$ cat config.mk
export PLATFORM = sky130hd
export DESIGN_NAME = mem_wb_drain
export DESIGN_NICKNAME = d
export VERILOG_FILES = /design/src/rtl/mem_wb_drain.sv
export SDC_FILE = /design/constraint.sdc
export NUM_CORES = 1
export LEC_CHECK = 0
export BUFFER_PORTS_ARGS = -buffer_cell sky130_fd_sc_hd__clkbuf_2
export CAP_MARGIN = 5
export CORE_MARGIN = 1
export CORE_UTILIZATION = 25
export CTS_CLUSTER_DIAMETER = 200
export CTS_CLUSTER_SIZE = 16
export DETAILED_ROUTE_END_ITERATION = 12
export GPL_TIMING_DRIVEN = 0
export PLACE_DENSITY = 0.58
export RECOVER_POWER = 100
export SLEW_MARGIN = 25
export SYNTH_ARGS = -nofsm -noshare
export SYNTH_HDL_FRONTEND = slang
export SYNTH_SLANG_ARGS = --single-unit
export TNS_END_PERCENT = 30
$ cat constraint.sdc
create_clock -name clk -period 1.94 [get_ports clk]
set_input_delay 0.097 -clock clk [delete_from_list [all_inputs] [get_ports clk]]
set_output_delay 0.097 -clock clk [all_outputs]
set_load 0.02 [all_outputs]
$ cat src/rtl/mem_wb_drain.sv
// Write-buffer drain: pops one line from the write-buffer FIFO and writes it to memory as BEATS req/ack beats.
// Optional macro WB_TIMEOUT_EN adds a per-beat ack timeout that abandons the line and pulses err.
module mem_wb_drain #(
    parameter int ADDRESS_WIDTH = 32,
    parameter int DATA_WIDTH    = 128,
    parameter int BEAT_WIDTH    = 32
`ifdef WB_TIMEOUT_EN
    ,
    parameter int TIMEOUT       = 255
`endif
) (
    input  logic                     clk,
    input  logic                     rst_n,
    input  logic                     fifo_empty,
    output logic                     fifo_rd_en,
    input  logic [ADDRESS_WIDTH-1:0] fifo_address,
    input  logic [DATA_WIDTH-1:0]    fifo_data,
    output logic                     mem_req,
    output logic                     mem_we,
    output logic [ADDRESS_WIDTH-1:0] mem_addr,
    output logic [BEAT_WIDTH-1:0]    mem_wdata,
    input  logic                     mem_ack,
    output logic                     busy,
    output logic [15:0]              lines_written,
    output logic                     err
);

    // DATA_WIDTH is assumed to be an integer multiple of BEAT_WIDTH.
    localparam int BEATS      = DATA_WIDTH / BEAT_WIDTH;
    localparam int IDX_W      = (BEATS > 1) ? $clog2(BEATS) : 1;
    localparam int BEAT_BYTES = BEAT_WIDTH / 8;

    localparam logic [1:0] S_IDLE    = 2'd0;
    localparam logic [1:0] S_POP     = 2'd1;
    localparam logic [1:0] S_CAPTURE = 2'd2;
    localparam logic [1:0] S_REQ     = 2'd3;

    logic [1:0]               state_q,     state_d;
    logic [IDX_W-1:0]         beat_idx_q,  beat_idx_d;
    logic [ADDRESS_WIDTH-1:0] line_addr_q, line_addr_d;
    logic [DATA_WIDTH-1:0]    line_data_q, line_data_d;
    logic [15:0]              lines_q,     lines_d;

    logic                     in_req;
    logic                     last_beat;
    logic [ADDRESS_WIDTH-1:0] beat_offset;
    logic [BEAT_WIDTH-1:0]    beat_word [BEATS];

    genvar gi;
    generate
        for (gi = 0; gi < BEATS; gi++) begin : g_beat
            assign beat_word[gi] = line_data_q[gi*BEAT_WIDTH +: BEAT_WIDTH];
        end
    endgenerate

    assign in_req      = (state_q == S_REQ);
    assign last_beat   = (beat_idx_q == IDX_W'(BEATS - 1));
    assign beat_offset = ADDRESS_WIDTH'(beat_idx_q) * ADDRESS_WIDTH'(BEAT_BYTES);

    // Beat address/data are forced to zero outside REQ so idle outputs stay quiet.
    assign fifo_rd_en    = (state_q == S_POP);
    assign busy          = (state_q != S_IDLE);
    assign mem_req       = in_req;
    assign mem_we        = in_req;
    assign mem_addr      = in_req ? (line_addr_q + beat_offset) : '0;
    assign mem_wdata     = in_req ? beat_word[beat_idx_q] : '0;
    assign lines_written = lines_q;

`ifdef WB_TIMEOUT_EN
    localparam int WAIT_W = $clog2(TIMEOUT + 1);

    logic [WAIT_W-1:0] wait_q, wait_d;
    logic              err_q,  err_d;

    assign err = err_q;
`else
    assign err = 1'b0;
`endif

    always_comb begin
        state_d     = state_q;
        beat_idx_d  = beat_idx_q;
        line_addr_d = line_addr_q;
        line_data_d = line_data_q;
        lines_d     = lines_q;
`ifdef WB_TIMEOUT_EN
        wait_d      = wait_q;
        err_d       = 1'b0;
`endif
        case (state_q)
            S_IDLE: begin
                if (!fifo_empty) begin
                    state_d = S_POP;
                end
            end
            S_POP: begin
                state_d = S_CAPTURE;
            end
            S_CAPTURE: begin
                line_addr_d = fifo_address;
                line_data_d = fifo_data;
                beat_idx_d  = '0;
                state_d     = S_REQ;
`ifdef WB_TIMEOUT_EN
                wait_d      = '0;
`endif
            end
            S_REQ: begin
                if (mem_ack) begin
`ifdef WB_TIMEOUT_EN
                    wait_d = '0;
`endif
                    if (last_beat) begin
                        lines_d    = lines_q + 16'd1;
                        beat_idx_d = '0;
                        state_d    = S_IDLE;
                    end else begin
                        beat_idx_d = beat_idx_q + 1'b1;
                    end
                end
`ifdef WB_TIMEOUT_EN
                // TIMEOUT unacknowledged REQ cycles abandon the line without counting it.
                else if (wait_q == WAIT_W'(TIMEOUT - 1)) begin
                    err_d      = 1'b1;
                    beat_idx_d = '0;
                    state_d    = S_IDLE;
                end else begin
                    wait_d = wait_q + 1'b1;
                end
`endif
            end
            default: begin
                state_d = S_IDLE;
            end
        endcase
    end

    always_ff @(posedge clk) begin
        if (!rst_n) begin
            state_q     <= S_IDLE;
            beat_idx_q  <= '0;
            line_addr_q <= '0;
            line_data_q <= '0;
            lines_q     <= '0;
`ifdef WB_TIMEOUT_EN
            wait_q      <= '0;
            err_q       <= 1'b0;
`endif
        end else begin
            state_q     <= state_d;
            beat_idx_q  <= beat_idx_d;
            line_addr_q <= line_addr_d;
            line_data_q <= line_data_d;
            lines_q     <= lines_d;
`ifdef WB_TIMEOUT_EN
            wait_q      <= wait_d;
            err_q       <= err_d;
`endif
        end
    end

endmodule

Word level (Yosys, flattened, before mapping)
Index checks and enable logic that the tools add are counted.
{"block": "word_totals", "input_bits": 164, "output_inout_bits": 85, "register_bits": 180, "wordCells": 35}
{"block": "op_classes", "n_lt_le_gt_ge": 1, "n_mux": 12, "add_sub_neg": 3, "reduce_logical": 6, "eq_ne": 7, "n_bitwise": 1}
{"op": "2-to-1 mux 32 bit", "count": 4}
{"op": "binary-select mux 32 bit (select 2 bit)", "count": 1}
{"op": "adder 32 x 4 -> 32 bit", "count": 1}
{"op": "adder 16 x 1 -> 16 bit, second input constant", "count": 1}
{"op": "2-to-1 mux 2 bit", "count": 5}
{"op": "case mux 2 bit (4 select lines)", "count": 1}
{"op": "equality test 2 bit, second input constant", "count": 3}
{"op": "AND reduction 3 bit", "count": 2}
{"op": "!= test 2 bit, second input constant", "count": 2}
{"op": "case mux 2 bit (2 select lines)", "count": 1}
{"op": "nonzero test 2 bit", "count": 2}
{"op": "greater-or-equal comparator 3 bit, second input constant", "count": 1}
{"op": "inverter 2 -> 3 bit", "count": 1}
{"op": "adder 2 x 1 -> 2 bit, second input constant", "count": 1}
{"op": "equality test 2 x 1 -> 1 bit, second input constant", "count": 1}
{"op": "zero test 2 bit", "count": 1}
{"op": "!= test 2 x 1 -> 1 bit, second input constant", "count": 1}
{"op": "AND reduction 2 bit", "count": 1}

Longest topological paths before layout
{"block": "depth", "word_depth": 5, "depth_mapped": 8, "ltp_nobuf": 6}

Worst setup path before layout
No wires, ideal clock.
{"block": "synth_timing", "path_type": "reg2out", "from": "register beat_idx_q[0]", "to": "output mem_addr[22]", "path_stages_with_launch": 8, "arrival_time_ps": 2033, "slack_ps": -190, "n_path_buf": 1, "t_required_ps": 1843, "path_cell_list": "dfxtp_1 > ha_1 > fa_1 > and4_1 > buf_6 > nand4_4 > or4_1 > a21oi_1"}
{"block": "synth_between", "elab_chain_cells": 2}
{"element": "start, declared", "line_no": "39", "rtl": "logic [IDX_W-1:0] beat_idx_q, beat_idx_d;"}
{"element": "start signal, assigned", "line_no": "151", "rtl": "beat_idx_q <= beat_idx_d;"}
{"element": "adder 32 x 4 -> 32 bit", "line_no": "65", "rtl": "assign mem_addr = in_req ? (line_addr_q + beat_offset) : '0;"}
{"element": "2-to-1 mux 32 bit", "line_no": "65"}
{"element": "end, declared", "line_no": "20", "rtl": "output logic [ADDRESS_WIDTH-1:0] mem_addr,"}
No other way between the ends.

Worst setup path in the final report
{"block": "layout_timing", "from": "register beat_idx_q[0]", "to": "output mem_addr[28]"}
Same word-level chain as after synthesis.

==> results.md <==
- First-pass GRT wire length: 44700 µm
- Pre-CTS setup slack: -0.619 ns
- DRC Markers: 0
- Simple-gate share of the synthesized area: 0.186
- RSZ-0062 raised after global routing: yes
- Ys Warns: 0
- Most frequent cell after synthesis: nor2_1
- Clk_lat worst skew: between 0.4 and 0.5 ns
- Critical Path Sink: mem_addr[28]
- Max-Cap Viols: 0
- Dpl cell area: between 10000 and 15000 µm²
- Initial DRC Count: 280
- Failing checks: setup timing
- Routed Antenna Nets: 0
- Sum of negative setup slack: -22.50 ns
- XOR/XNOR Fraction of Synth Area: 0.0209
- Proportion of layout cells with a drive suffix above 1: 0.313
- Syn Area/Cell: 9.97 µm²
- Reg area: 3630 µm²
- Largest net degree at the start of global routing: 17
- Max stage delay on crit path: 0.53 ns
- Synth area leaders: dfxtp_1 43%, mux2i_1 21%, mux4_2 8.6%
- # clock sinks: 180
- # rows: 66
- Synth unique cells: 40
- Min setup slack post-route: -0.518 ns
- Gr ovfl total: 0
- Power Dens Cells: 934 nW/µm²
- CP Cell Sequence: ha_4 > fa_2 > and4_4 > nand4_4 > or4_4 > a21oi_4 > buf_8
- Post-synthesis mux area share: 0.295
- Nature of the critical path endpoint: output pin
- Fin. Hold Viols: 0
- VDD IR max: ~600 µV
- # IOs: 249
- Routed WL: 29600 µm
- CTS HTree Levels: 4
- Die area: 34200 µm²
- Final Core Density: 0.405
- Footprint of the multi-input gates: 4720 µm²
- Critical Path Fanout Max: 6
- Core area: 32700 µm²
- Hold slack final: 0.0238 ns
- GP Congestion: 0.820
- Wire per inst: 16.9 µm
- Post-DP HPWL: 20500 µm
- Slowest-stage cell, CP: or4_4
- Levels on crit path: 7
- Die Wd: roughly 180 µm
- Final setup viols: 151
- Largest delay share family, worst path: simple AND/OR/NAND/NOR gates
- Worst Setup SP: beat_idx_q[0]
- Top cell type by total area after synthesis: dfxtp_1
- CP Buf/Inv Count: 1
- Syn Nets: just over 1000
- Syn Inst Count: between 800 and 900
- Post-synth top cells: 187 x nor2_1, 180 x dfxtp_1, 175 x mux2i_1
- Worst r2r dst: line_data_q[80]
- Synth top area share: 0.430
- Final Slew Violations: 0
- Post-Syn Area: 8370 µm²
- Via count: 7829
- Hold Path Class: primary input to flip-flop
- Critical Path RT: 1.84 ns
- Cts bufs inserted: 17
- LEAKAGE: approximately 0.0053 µW
- Slew HR: 0.445
- Startpoint Class: flip-flop
- Worst R2R Path Depth: 6
- Post-synth EDFFs: 0
- Worst r2r src: state_q[0]
- Worst slew pin tran: 0.833 ns
- Status: complete, but fails checks
- Min cycle time layout: 2.46 ns
- Setup CP Type: flip-flop to output pin
- All-Layer GR Usage: 0.174
- Vias in the first global route: 8025
- Pre-antenna DRT Iters: 4
- Register area share after synthesis: 0.430
- Clock-pin slew on the worst setup and hold paths: 0.07 ns
- Die span in y: around 180 µm
- Main combinational cell family by area after synthesis: multiplexers
- Final Cycle Share: 1.27
- Area Growth Syn to Fin: 58.1%
- Arrival @ worst endpoint: between 2 and 2.5 ns
- R2R Setup Slk: -0.12 ns
- CTS tree: built
- Final Cell Area: 13200 µm²
- Compound-Gate Fraction of Synth Area: 0.0170
- Top_reg_cell synth: dfxtp_1
- #FFs+latches synth: 180
- Fillers: ~3300
- # port buffers: about 250
- CTS root buffer: clkbuf_16
- Clock skew: around 0.016 ns
- Initial antenna violation count: 5
- Max Root-Sink Buffers: 2
- Initial Util: 0.256
- Adder-Cell Fraction of Synth Area: 0.0158
- Net count, final: 1462
- Synth async-reset ratio: 0
- Vias per cell: 4.48
- Fmax achieved: slightly above 0.4 GHz
-- worst min-delay path by stage --
stage	start	endpoint	cells after the start
after global placement	fifo_data[85]	line_data_q[85]	3
after floorplan	fifo_address[0]	line_addr_q[0]	2
final	mem_ack	beat_idx_q[1]	3
after global routing	mem_ack	beat_idx_q[1]	3
after detailed placement	fifo_data[115]	line_data_q[115]	3
after CTS	mem_ack	beat_idx_q[1]	3
-- state kept, by name, indices dropped and copies added, names as in the netlist --
register	count
beat_idx_q	2
line_addr_q	32
line_data_q	128
lines_written	16
state_q	2
-- worst reg2reg max path, delay by kind of cell (launching register included) --
kind | cells | cell delay [ns]
fa+ha+maj | 1 | 0.50
buf+inv | 3 | 0.77
flops | 1 | 0.33
mux | 1 | 0.28
simple gates | 1 | 0.06
-- what timing repair did --
action / CTS / global route
gates cloned: 4 / 0
setup buffers: 8 / 13
pin swaps: 9 / 11
endpoints found under the hold margin: 160 / 0
setup endpoints to repair: 202 / 153
gates resized for setup: 108 / 94
hold buffers: 160 / 0
-- power by group --
group          switching [µW]  internal, µW  total (µW)
clock                    1630          1920        3540
sequential                446          4340        4790
combinational            2020          2020        4040
total                    4090          8280       12400
-- layout make-up --
| class | instances | area share |
|---|---|---|
| buffer | 58 | 0.0301 |
| multi-input combinational | 594 | 0.356 |
| clock inverter | 9 | 0.00718 |
| sequential | 180 | 0.274 |
| clock buffer | 22 | 0.0366 |
| inverter | 6 | 0.00170 |
| tap | 442 | 0.0418 |
| timing repair buffer | 431 | 0.251 |
| antenna | 6 | 0.00113 |
-- per-stage QoR --
step | cells | power, µW
2_1_floorplan | 840 | 7360
3_3_place_gp | 1528 | 8310
6_report | 1748 | 12400
5_1_grt | 1746 | 13000
4_1_cts | 1730 | 12400
3_5_place_dp | 1528 | 8400
-- logic make-up after synthesis --
kind of cell	after synthesis
AO/OA/AOI/OAI	25
XOR/XNOR	20
adder cells (fa/ha/maj)	10
buffers and inverters	66
flip-flops	180
multiplexers	207
other	1
AND/OR/NAND/NOR	331
-- placed cells by master, fill, tap and decap left out, drive strengths merged, types with 9 or more instances in the layout --
cell type / Yosys / routed
clkbuf: 38 / 279
nor2: 187 / 187
dfxtp: 180 / 180
mux2i: 175 / 175
dlygate4sd3: 0 / 160
buf: 22 / 72
and2: 36 / 36
mux4: 32 / 32
nand2: 26 / 26
nand4: 18 / 18
nand3: 16 / 16
nand2b: 13 / 13
a21oi: 12 / 12
xor2: 11 / 11
xnor2: 9 / 9
ha: 9 / 9
-- per-layer routing --
metal / wire [µm] / track usage
met2: 14900 / 0.310
met4: 431 / 0.0506
met5: 0 / 0
met1: 12600 / 0.205
met3: 1590 / 0.0427
No activity file was read; power rests on OpenSTA's default activity.
